--- src/rtl/rf_param.sv ---
// Parametrised two-read/one-write register file with pending scoreboard bits,
// optional zero register, optional write-to-read bypass and a sequenced clear engine.
module rf_param #(
  parameter int unsigned DATA_W   = 8,
  parameter int unsigned ADDR_W   = 3,
  parameter bit          ZERO_REG = 1'b1,
  parameter bit          BYPASS   = 1'b1
) (
  input  logic              clk,
  input  logic              rst,
  input  logic              clr_req,
  output logic              clr_busy,
  input  logic              RF_w_en,
  input  logic [ADDR_W-1:0] w_addr,
  input  logic [DATA_W-1:0] w_data,
  input  logic              rsv_en,
  input  logic [ADDR_W-1:0] rsv_addr,
  input  logic [ADDR_W-1:0] r_addr_0,
  input  logic [ADDR_W-1:0] r_addr_1,
  output logic [DATA_W-1:0] o_r_data_0,
  output logic [DATA_W-1:0] o_r_data_1,
  output logic              o_pend_0,
  output logic              o_pend_1
);

  localparam int unsigned DEPTH = 1 << ADDR_W;

  typedef enum logic {
    S_IDLE  = 1'b0,
    S_CLEAR = 1'b1
  } state_t;

  state_t              r_state;
  state_t              w_state_nxt;
  logic [ADDR_W-1:0]   r_cnt;
  logic [ADDR_W-1:0]   w_cnt_nxt;
  logic [DATA_W-1:0]   r_mem [DEPTH];
  logic [DEPTH-1:0]    r_pend;

  logic w_wr_ok;
  logic w_rsv_ok;
  logic w_byp_0;
  logic w_byp_1;
  logic w_zero_0;
  logic w_zero_1;

  assign clr_busy = (r_state == S_CLEAR);

  // Clear engine state register
  always_ff @(posedge clk) begin
    if (rst) begin
      r_state <= S_IDLE;
      r_cnt   <= '0;
    end else begin
      r_state <= w_state_nxt;
      r_cnt   <= w_cnt_nxt;
    end
  end

  // Clear engine next-state: sweep one register per cycle, DEPTH cycles total
  always_comb begin
    w_state_nxt = r_state;
    w_cnt_nxt   = r_cnt;
    case (r_state)
      S_IDLE: begin
        if (clr_req) begin
          w_state_nxt = S_CLEAR;
          w_cnt_nxt   = '0;
        end
      end
      S_CLEAR: begin
        w_cnt_nxt = r_cnt + ADDR_W'(1);
        if (r_cnt == ADDR_W'(DEPTH - 1)) begin
          w_state_nxt = S_IDLE;
        end
      end
      default: begin
        w_state_nxt = S_IDLE;
      end
    endcase
  end

  assign w_wr_ok  = RF_w_en && !clr_busy && !(ZERO_REG && (w_addr == '0));
  assign w_rsv_ok = rsv_en  && !clr_busy && !(ZERO_REG && (rsv_addr == '0));

  // Storage and scoreboard; reservation is written last so it wins over a same-address write
  always_ff @(posedge clk) begin
    if (rst) begin
      for (int unsigned i = 0; i < DEPTH; i++) begin
        r_mem[i] <= '0;
      end
      r_pend <= '0;
    end else if (clr_busy) begin
      r_mem[r_cnt]  <= '0;
      r_pend[r_cnt] <= 1'b0;
    end else begin
      if (w_wr_ok) begin
        r_mem[w_addr]  <= w_data;
        r_pend[w_addr] <= 1'b0;
      end
      if (w_rsv_ok) begin
        r_pend[rsv_addr] <= 1'b1;
      end
    end
  end

  assign w_byp_0  = BYPASS && w_wr_ok && (w_addr == r_addr_0);
  assign w_byp_1  = BYPASS && w_wr_ok && (w_addr == r_addr_1);
  assign w_zero_0 = ZERO_REG && (r_addr_0 == '0);
  assign w_zero_1 = ZERO_REG && (r_addr_1 == '0);

  // Combinational read ports
  always_comb begin
    o_r_data_0 = w_byp_0 ? w_data : r_mem[r_addr_0];
    o_r_data_1 = w_byp_1 ? w_data : r_mem[r_addr_1];
    o_pend_0   = r_pend[r_addr_0];
    o_pend_1   = r_pend[r_addr_1];
    if (w_zero_0) begin
      o_r_data_0 = '0;
      o_pend_0   = 1'b0;
    end
    if (w_zero_1) begin
      o_r_data_1 = '0;
      o_pend_1   = 1'b0;
    end
  end

endmodule

--- config.mk ---
export PLATFORM = sky130hd
export DESIGN_NAME = rf_param
export DESIGN_NICKNAME = d
export VERILOG_FILES = /design/src/rtl/rf_param.sv
export SDC_FILE = /design/constraint.sdc
export NUM_CORES = 1
export LEC_CHECK = 0
export ABC_AREA = 1
export CAP_MARGIN = 20
export CORE_MARGIN = 2
export CORE_UTILIZATION = 60
export DETAILED_ROUTE_END_ITERATION = 16
export DONT_BUFFER_PORTS = 1
export PLACE_DENSITY = 0.8
export SLEW_MARGIN = 20
export SYNTH_ARGS = -nofsm -noshare
export SYNTH_HDL_FRONTEND = slang
export SYNTH_SLANG_ARGS = --single-unit
--- constraint.sdc ---
create_clock -name clk -period 2.2 [get_ports clk]
set_input_delay 0.44 -clock clk [delete_from_list [all_inputs] [get_ports clk]]
set_output_delay 0.44 -clock clk [all_outputs]
set_load 0.01 [all_outputs]
==> results of run 1 <==
synthesized netlist by cell type (5+ instances only):
cell,number
nand2_2,5
a21oi_1,19
nor2_1,101
dfxtp_1,12
nand4_1,10
inv_1,25
nor2_4,5
nand2_1,228
clkbuf_1,11
buf_2,17
o21ai_0,28
nand3_1,90
nand2_4,9
edfxtp_1,64
power by group through the flow:
stage,Clock (mW),Sequential (mW),Combinational [mW]
CTS,0.959,1.66,0.503
finish,0.962,1.67,0.525
detailed placement,0,1.70,0.494
global placement,0,1.69,0.483
global route,1.02,1.67,0.581
floorplan,0,1.68,0.415
timing repair:
item                       in CTS  in global routing
buffers inserted                0                  4
setup endpoints to repair      16                 16
gates resized for setup         7                  9
hold buffers                    0                  0
pin swaps                       1                  3
logic make-up after synthesis:
family,after synthesis,synth area share
AOI/OAI and AO/OA,53,0.0583
other,1,0.000780
buffers and inverters,62,0.0552
and+or+nand+nor,457,0.422
DFF,76,0.450
adders and majority gates,2,0.00520
xor gates and xnor gates,5,0.00911
state kept, by name, summed over array words and instances, names as in the netlist:
name and cells:
r_pend 8, r_mem 64, r_cnt 3, clr_busy 1
area by class of cell:
class / instances / area, um^2
Fill cell: 663 / 2570
Multi-Input combinational cell: 525 / 2440
Sequential cell: 76 / 2170
Timing Repair Buffer: 16 / 133
Clock buffer: 10 / 128
Tap cell: 102 / 128
Inverter: 32 / 120
Clock inverter: 6 / 41.3
worst max-delay path, delay by kind of cell, from the launching register on:
kind / cells / cell delay [ps]
flops: 1 / 380
buf+inv: 1 / 180
simple gates: 5 / 570
compound gates: 1 / 200
stage by stage:
step	total power, mW	setup WS (ps)
floorplan	2.09	318
global placement	2.18	56.8
detailed placement	2.19	-40.5
CTS	3.13	21.1
global route	3.27	-16.9
finish	3.15	59.7
path summary, 6_finish.rpt:
path,startpoint,end,slack [ps],depth (start not counted)
worst min-delay path,rst,r_pend[5]$_SDFF_PP0_,140,1
worst max register to register,clr_busy$_SDFF_PP0_,r_mem[1][7]$_SDFFCE_PN0P_,220,8
worst min register to register,r_pend[5]$_SDFF_PP0_,r_pend[5]$_SDFF_PP0_,460,2
worst max-delay path,clr_busy$_SDFF_PP0_,o_r_data_1[7],60,7
per-layer routing:
layer | vias to the layer above | GRT usage
met3 | 51 | 0.114
met5 | - | 0
met1 | 2111 | 0.467
met2 | 388 | 0.492
met4 | 0 | 0.147
li1 | 2157 | -
==> qor.csv, run 1 <==
stage,metric,value,unit
finish,utilization,0.667,
status,status,finished clean,
clock_network,root_buffer,clkbuf_8,
drt,wire_per_inst,18.7,um
logic_synthesis,ys_top_cells_by_area,"edfxtp_1 (40%), nand2_1 (18%), nand3_1 (9.4%)",
logic_synthesis,synthesis.area,4810,um^2
clock_network,clk_latency,370,ps
clock_network,cts.sink_count,76,
logic_synthesis,ys_seq_area_frac,0.450,
floorplan,die-area,8750,um^2
power,power_density,611,nW/um^2
power,power.leakage,2.22,nW
sta,fmax,467,MHz
drt,drc,0,
setup_path,cp_cell_sequence,nor2_8 -> nand2_2 -> nor2_1 -> nand2_2 -> buf_4 -> o21ai_0 -> nor2_2,
drt,drtAntennaViolNets,0,
drt,met1Wirelength,5.43,mm
global_route,grt_max_degree,42,
floorplan,core,7730,um^2
finish,diodes,0,
sta,post-route-period-util,0.973,
clock_network,cts_inserted_buffers,9,
global_route,grt_antenna_before_repair,0,
clock_network,cts.path.max_buffers,2,
logic_synthesis,synth_cells,656,
placed_design,postPlaceCellArea,4920,um^2
drt,dr.max_layer_used,met4,
drt,wl_met3,2.21,mm
logic_synthesis,synth_edf_count,64,
drt,firstDrtPassIters,7,
drt,wirelength,14.3,mm
drt,vias,4707,
global_route,grt_use_total,0.340,
sta,layout_min_cycle_time,2140,ps
floorplan,die_width,93.5,um
power,ir_worst_vdd,362,uV
drt,detail_route.vias_per_cell,6.14,
global_route,grt_pass1_wl,22.4,mm
clock_network,cts_tree,built,
drt,wl_met2,6.29,mm
power,p_int,2.19,mW
placed_design,place_inst,747,
logic_synthesis,ys.flop_type,edfxtp_1,
global_route,grt_pass1_vias,4264,
finish,fin_area,5160,um^2
finish,mostFrequentLayoutCells,"nand2_1 (227), nor2_1 (93), nand3_1 (89)",
placed_design,hpwl,10.1,mm
setup_path,cp_common_cell,nand2_2,
floorplan,start_util,0.622,
setup_path,cpPeakStageDelay,380,ps
sta,fin_tns_setup,0,ps
setup_path,cp-start-kind,flip-flop,
sta,clock_skew,13.6,ps
clock_network,clkTransAtPathRegs,80,ps
placed_design,place_congestion,1.03,
global_route,gr-total-overflow,0,
power,pwr-share-seq,0.528,
finish,stdcell_count,767,
logic_synthesis,synth_warnings,0,
power,p_clk_frac,0.305,
setup_path,critPathKind,reg2out,
hold_path,worstHoldPathType,in2reg,
finish,nets,687,
finish,drive_gt1_frac,0.105,
setup_path,critPathArrivalTime,1700,ps
power,switching_share,0.305,
setup_path,cp_data_required_time,1760,ps
sta,hold_viol,0,
setup_path,worstPathMaxFanout,9,
placed_design,port_buffers,0,
floorplan,die_h,93.5,um
floorplan,pin_count,44,
logic_synthesis,async_flop_share,0,
power,combPwrFrac,0.167,
setup_path,slowest_stage,dfxtp_4,
flow_run,cap_viol_max_count,0,
sta,slew_viol_final,0,
logic_synthesis,synthDistinctLibCells,30,
clock_network,h-tree-depth,3,
finish,synthToLayoutAreaGrowth,7.26,%
logic_synthesis,netlist.top_cell.by_area,edfxtp_1,
logic_synthesis,netlist.area_leader.share,0.400,
logic_synthesis,syn_area_per_cell,7.33,um^2
sta,holdWs,139,ps
drt,drtIter0Drc,621,
floorplan,row_count,32,
logic_synthesis,ys_ff_latch,76,
setup_path,critical_path.endpoint_type,output port,
power,p_sw,0.961,mW
sta,setup_viol,0,
finish,layout_commonest_cell,nand2_1,
(Power assumes the default switching activity.)
==> run 2: changes to the inputs <==
PLACE_DENSITY = 0.76   (was 0.8)
==> run 2 against run 1 <==
Effect of this change: first-iteration DRC count shrank 23%; core utilization shrank 0.18 points; final cell count shrank 0.78%; worst setup slack gained 49 ps; critical path type unchanged; critical endpoint is now o_r_data_0[0].
==> qor.csv, run 2 (synthesis results as in run 1) <==
stage,metric,value,unit,change
sta,post-route-period-util,0.951,,was 0.973
finish,largestRegisters,"r_mem: 64 flops, r_pend: 8 flops, r_cnt: 3 flops",,unchanged
clock_network,clkTransAtPathRegs,80,ps,about the same
setup_path,cpPeakStageDelay,380,ps,about the same
power,power.leakage,2.21,nW,was 2.22 nW
drt,drtAntennaViolNets,0,,unchanged
global_route,use_met1,0.436,,was 0.467
clock_network,cts_inserted_buffers,9,,unchanged
global_route,grt_max_degree,42,,unchanged
global_route,gr-total-overflow,0,,unchanged
global_route,grt_pass1_vias,4077,,"was 4,264"
global_route,met2_usage,0.483,,was 0.492
sta,clock_skew,15.6,ps,was 13.6 ps
sta,layout_min_cycle_time,2090,ps,was 2140 ps
floorplan,die-area,8750,um^2,unchanged
finish,synthToLayoutAreaGrowth,6.97,%,was 7.26%
setup_path,slowest_stage,dfxtp_2,,was dfxtp_4
clock_network,root_buffer,clkbuf_8,,unchanged
global_route,grt_antenna_before_repair,0,,unchanged
finish,drive_gt1_frac,0.100,,was 0.105
sta,rsz0062_at_grt,false,,
finish,mostFrequentLayoutCells,"nand2_1 (227), nor2_1 (93), nand3_1 (89)",,unchanged
sta,setup_viol,0,,unchanged
floorplan,pin_count,44,,unchanged
hold_path,worstHoldPathType,in2reg,,unchanged
placed_design,hpwl,9.43,mm,was 10.1 mm
finish,nets,682,,was 687
drt,drc,0,,unchanged
global_route,grt.busiest_layer,met2,,unchanged
drt,wire_per_inst,17.2,um,was 18.7 um
setup_path,cp_cell_sequence,nor2_8 -> nand2_2 -> inv_1 -> nand3_4 -> inv_1 -> nor2_1 -> nor2_1,,was nor2_8 -> nand2_2 -> nor2_1 -> nand2_2 -> buf_4 -> o21ai_0 -> nor2_2
clock_network,h-tree-depth,3,,unchanged
drt,wirelength,13.1,mm,was 14.3 mm
clock_network,cts.sink_count,76,,unchanged
sta,fmax,478,MHz,was 467 MHz
setup_path,critical_path.endpoint_type,output port,,unchanged
drt,drtIter0Drc,481,,was 621
floorplan,row_count,32,,unchanged
finish,diodes,0,,unchanged
global_route,grt_use_total,0.310,,was 0.340
setup_path,cp-start-kind,flip-flop,,unchanged
hold_path,min_path_cells,1,,unchanged
global_route,met3_usage,0.0580,,was 0.114
drt,firstDrtPassIters,8,,was 7
setup_path,critPathArrivalTime,1650,ps,was 1700 ps
power,ir_worst_vdd,383,uV,was 362 uV
drt,detail_route.vias_per_cell,5.95,,was 6.14
setup_path,reg2reg_depth,8,,unchanged
clock_network,clk_latency,350,ps,was 370 ps
drt,vias,4531,,"was 4,707"
sta,worst_slew_pin_slew,490,ps,
sta,holdWs,150,ps,was 139 ps
power,power_density,627,nW/um^2,was 611 nW/um^2
finish,largest_reg_flops,64,,unchanged
floorplan,start_util,0.622,,unchanged
setup_path,critPathKind,reg2out,,unchanged
clock_network,cts_tree,built,,unchanged
finish,fill_cells,647,,was 663
finish,largest_register,r_mem,,unchanged
sta,hold_viol,0,,unchanged
clock_network,cts.path.max_buffers,2,,unchanged
setup_path,cp_data_required_time,1760,ps,about the same
finish,seq_area,2160,um^2,was 2170 um^2
placed_design,port_buffers,0,,unchanged
floorplan,die_h,93.5,um,unchanged
clock_network,ctsHoldBuffers,0,,unchanged
sta,relSlewSlack,0.671,,
flow_run,cap_viol_max_count,0,,unchanged
floorplan,die_width,93.5,um,unchanged
finish,multi_input_area,2450,um^2,was 2440 um^2
status,status,finished clean,,unchanged
floorplan,core,7730,um^2,unchanged
sta,fin_tns_setup,0,ps,unchanged
global_route,grt_pass1_wl,20.8,mm,was 22.4 mm
placed_design,place_congestion,1.00,,was 1.03
setup_path,worstPathMaxFanout,10,,was 9
finish,layout_commonest_cell,nand2_1,,unchanged
sta,slew_viol_final,0,,unchanged
==> run 2: cell types whose count changed in the layout (fill, tap and decap cells not counted) <==
| cell | before | now |
|---|---|---|
| dfxtp_4 | 1 | 0 |
| bufinv_16 | 0 | 1 |
| o21ai_1 | 2 | 0 |
| buf_4 | 15 | 10 |
| clkinvlp_4 | 2 | 3 |
| clkinv_4 | 2 | 1 |
| nand2_4 | 9 | 10 |
| o21ai_0 | 26 | 28 |
| clkinv_1 | 5 | 4 |
| dfxtp_2 | 0 | 1 |
| nand2_2 | 6 | 5 |
| clkbuf_1 | 1 | 0 |
==> run 2: per-stage QoR <==
| step | area, um^2 | instances | util | total power [mW] | worst slack, ps |
|---|---|---|---|---|---|
| after floorplan | 4830 | 663 | - | 2.09 | 318 |
| after global placement | 4910 | 746 | 0.636 | 2.16 | 118 |
| after detailed placement | 4910 | 746 | 0.636 | 2.18 | 91.1 |
| after CTS | 5120 | 761 | 0.662 | 3.20 | 10.3 |
| after global routing | 5140 | 761 | 0.666 | 3.34 | 13.9 |
| final | 5140 | 761 | 0.666 | 3.22 | 108 |
==> run 2: per-layer routing <==
metal	routed length (um)	vias up
li1	-	2153
met1	5380	2075
met2	5990	271
met3	1420	32
met4	284	0
met5	0	-
==> run 2: path summary, 6_finish.rpt <==
| path | startpoint | end | slack (ps) |
|---|---|---|---|
| worst max register to register | clr_busy$_SDFF_PP0_ | r_mem[7][5]$_SDFFCE_PN0P_ | 270 |
| worst max-delay path | clr_busy$_SDFF_PP0_ | o_r_data_0[0] | 110 |
| worst min register to register | r_pend[5]$_SDFF_PP0_ | r_pend[5]$_SDFF_PP0_ | 480 |
| worst min-delay path | rst | r_pend[2]$_SDFF_PP0_ | 150 |
==> run 2: final cells by class <==
type | instances | share of cell area
Timing Repair Buffer | 11 | 0.0185
Multi-Input combinational cell | 525 | 0.476
Tap cell | 102 | 0.0248
Inverter | 32 | 0.0234
Clock buffer | 9 | 0.0241
Clock inverter | 6 | 0.0129
Sequential cell | 76 | 0.421
==> run 2: what timing repair did <==
action                                  in CTS  in global routing
gates resized for setup                      4                 10
endpoints found under the setup margin      16                 16
setup buffers                                0                  0
==> run 2: report_power, final <==
group / leakage (nW) / total (mW) / switching, mW / internal [mW]
combinational: 1.36 / 0.508 / 0.349 / 0.159
sequential: 0.757 / 1.66 / 0.0412 / 1.62
clock: 0.0873 / 1.05 / 0.536 / 0.517
==> run 2: worst max-delay path: cells and delay by family (launching register included) <==
kind | cells | cell delay, ps
and+or+nand+nor | 5 | 630
buffers and inverters | 2 | 300
DFF | 1 | 380
==> run 3: changes to the inputs <==
CORE_UTILIZATION = 64   (was 60)
HOLD_SLACK_MARGIN = 0.15   (was not set)
PLACE_DENSITY = 0.8   (was 0.76)
==> run 3 against run 2 <==
Effect of this change: fmax decreased by 1.1%; worst hold slack improved by 79 ps; clock-buffer cell count unchanged; flip-flop and latch count unchanged; final cell count increased by 0.79%; global-route usage increased by 2.4 points; sequential power about the same; die area decreased by 6.0%; first-iteration DRC count increased by 7.9%; highest routed layer unchanged.
==> qor.csv, run 3 (synthesis results as in run 1) <==
stage,metric,value,unit,change
drt,firstDrtPassIters,5,,was 8
setup_path,cp_data_required_time,1760,ps,about the same
finish,largest_reg_flops,64,,unchanged
drt,wire_per_inst,17.3,um,was 17.2 um
hold_path,min_path_cells,2,,was 1
clock_network,cts_tree,built,,unchanged
floorplan,start_util,0.663,,was 0.622
drt,vias,4635,,"was 4,531"
global_route,met2_usage,0.513,,was 0.483
floorplan,die_h,90.7,um,was 93.5 um
finish,largest_register,r_mem,,unchanged
setup_path,r2r_slack,280,ps,was 270 ps
setup_path,cp-start-kind,flip-flop,,unchanged
setup_path,cpPeakStageDelay,370,ps,was 380 ps
sta,layout_min_cycle_time,2120,ps,was 2090 ps
finish,utilization,0.722,,was 0.666
sta,post-route-period-util,0.961,,was 0.951
clock_network,clk_latency,360,ps,was 350 ps
clock_network,cts_inserted_buffers,9,,unchanged
global_route,grt_use_total,0.335,,was 0.310
setup_path,r2r_start,clr_busy$_SDFF_PP0_,,unchanged
setup_path,worstPathMaxFanout,10,,unchanged
sta,hold_viol,0,,unchanged
finish,stdcell_count,767,,was 761
global_route,grt_antenna_before_repair,0,,unchanged
drt,drtIter0Drc,519,,was 481
clock_network,cts.path.max_buffers,2,,unchanged
sta,clock_skew,11.0,ps,was 15.6 ps
finish,diodes,0,,unchanged
clock_network,cts.sink_count,76,,unchanged
global_route,gr-total-overflow,0,,unchanged
placed_design,place_congestion,0.998,,was 1.00
placed_design,port_buffers,0,,unchanged
drt,drtAntennaViolNets,0,,unchanged
setup_path,critPathKind,reg2out,,unchanged
finish,largestRegisters,"r_mem: 64 flops, r_pend: 8 flops, r_cnt: 3 flops",,unchanged
hold_path,hold_path_startpoint,rsv_addr[0],,was rst
power,ir_worst_vdd,508,uV,was 383 uV
global_route,grt_max_degree,42,,unchanged
global_route,use_met1,0.478,,was 0.436
global_route,grt_pass1_wl,21.6,mm,was 20.8 mm
sta,worst_slack,85.0,ps,was 108 ps
finish,mostFrequentLayoutCells,"nand2_1 (227), nand3_1 (90), nor2_1 (90)",,"was nand2_1 (227), nor2_1 (93), nand3_1 (89)"
floorplan,die_width,90.7,um,was 93.5 um
status,status,finished clean,,unchanged
finish,layout_commonest_cell,nand2_1,,unchanged
setup_path,rr_endpoint,r_mem[6][1]$_SDFFCE_PN0P_,,was r_mem[7][5]$_SDFFCE_PN0P_
clock_network,root_buffer,clkbuf_8,,unchanged
setup_path,reg2reg_depth,8,,unchanged
flow_run,cap_viol_max_count,0,,unchanged
drt,wirelength,13.3,mm,was 13.1 mm
placed_design,dpl_worst_slack,188,ps,was 91.1 ps
hold_path,holdPathEnd,r_pend[7]$_SDFF_PP0_,,was r_pend[2]$_SDFF_PP0_
placed_design,place_inst,746,,unchanged
placed_design,hpwl,9.53,mm,was 9.43 mm
sta,fmax,473,MHz,was 478 MHz
drt,detail_route.vias_per_cell,6.04,,was 5.95
setup_path,critPathArrivalTime,1680,ps,was 1650 ps
floorplan,row_count,31,,was 32
finish,synthToLayoutAreaGrowth,8.93,%,was 6.97%
setup_path,cp_cell_sequence,nor2_8 -> nand2_2 -> inv_2 -> nand3_1 -> buf_6 -> buf_4 -> nor2_1 -> nor2_2,,was nor2_8 -> nand2_2 -> inv_1 -> nand3_4 -> inv_1 -> nor2_1 -> nor2_1
power,power.leakage,2.26,nW,was 2.21 nW
sta,setup_viol,0,,unchanged
drt,drc,0,,unchanged
sta,slew_viol_final,0,,unchanged
global_route,grt.busiest_layer,met2,,unchanged
floorplan,pin_count,44,,unchanged
finish,nets,690,,was 682
finish,drive_gt1_frac,0.114,,was 0.100
setup_path,critical_path.endpoint_type,output port,,unchanged
global_route,grt_pass1_vias,4243,,"was 4,077"
hold_path,worstHoldPathType,in2reg,,unchanged
floorplan,core,7250,um^2,was 7730 um^2
global_route,met3_usage,0.0543,,was 0.0580
power,power_density,654,nW/um^2,was 627 nW/um^2
clock_network,h-tree-depth,3,,unchanged
floorplan,die-area,8220,um^2,was 8750 um^2
clock_network,clkTransAtPathRegs,80,ps,about the same
setup_path,slowest_stage,dfxtp_4,,was dfxtp_2
run 3: layer usage:
layer / wire, um / part of all wire / up-vias
met2: 6080 / 0.46 / 310
met5: 0 / 0 / -
li1: - / - / 2167
met3: 1370 / 0.10 / 49
met1: 5380 / 0.41 / 2109
met4: 426 / 0.032 / 0
run 3: repair_timing:
action                                  CTS  global route
buffers inserted                          0             4
pin swaps                                 1             2
hold buffers                              1             0
endpoints found under the hold margin    10             0
gates resized for setup                  12             8
endpoints found under the setup margin   16            16
run 3: worst max path at each step:
| stage | start | endpoint | slack, ps |
|---|---|---|---|
| after floorplan | w_addr[2] | o_r_data_0[1] | 320 |
| after global placement | r_addr_1[0] | o_r_data_1[0] | 240 |
| after detailed placement | RF_w_en | o_r_data_1[1] | 190 |
| after CTS | clr_busy$_SDFF_PP0_ | o_r_data_1[7] | 4 |
| after global routing | clr_busy$_SDFF_PP0_ | o_r_data_0[0] | -3 |
| final | clr_busy$_SDFF_PP0_ | o_r_data_0[2] | 80 |
run 3: final cells by class:
type,instances,area [um^2]
fill,588,2020
tap,99,124
inverter,32,120
timing repair buffer,19,161
multi-input combinational,525,2440
sequential,76,2170
clock inverter,7,105
clock buffer,9,124
run 3: stage by stage:
| stage | hold WS [ps] | total power [mW] | setup TNS [ps] | cell area [um^2] |
|---|---|---|---|---|
| global route | 222 | 3.53 | -3.14 | 5240 |
| global placement | 451 | 2.17 | 0 | 4930 |
| detailed placement | 457 | 2.18 | 0 | 4930 |
| finish | 229 | 3.42 | 0 | 5240 |
| CTS | 214 | 3.41 | 0 | 5190 |
| floorplan | 438 | 2.09 | 0 | 4830 |
run 3: critical path, delay by kind of cell (launching register included):
family	cells	cell delay (ps)
buffers and inverters	3	390
AND/OR/NAND/NOR	5	540
flip-flops	1	370
run 3: power by group:
| group | switching [mW] | internal (mW) |
|---|---|---|
| Clock | 0.576 | 0.659 |
| Sequential | 0.0406 | 1.62 |
| Combinational | 0.358 | 0.170 |
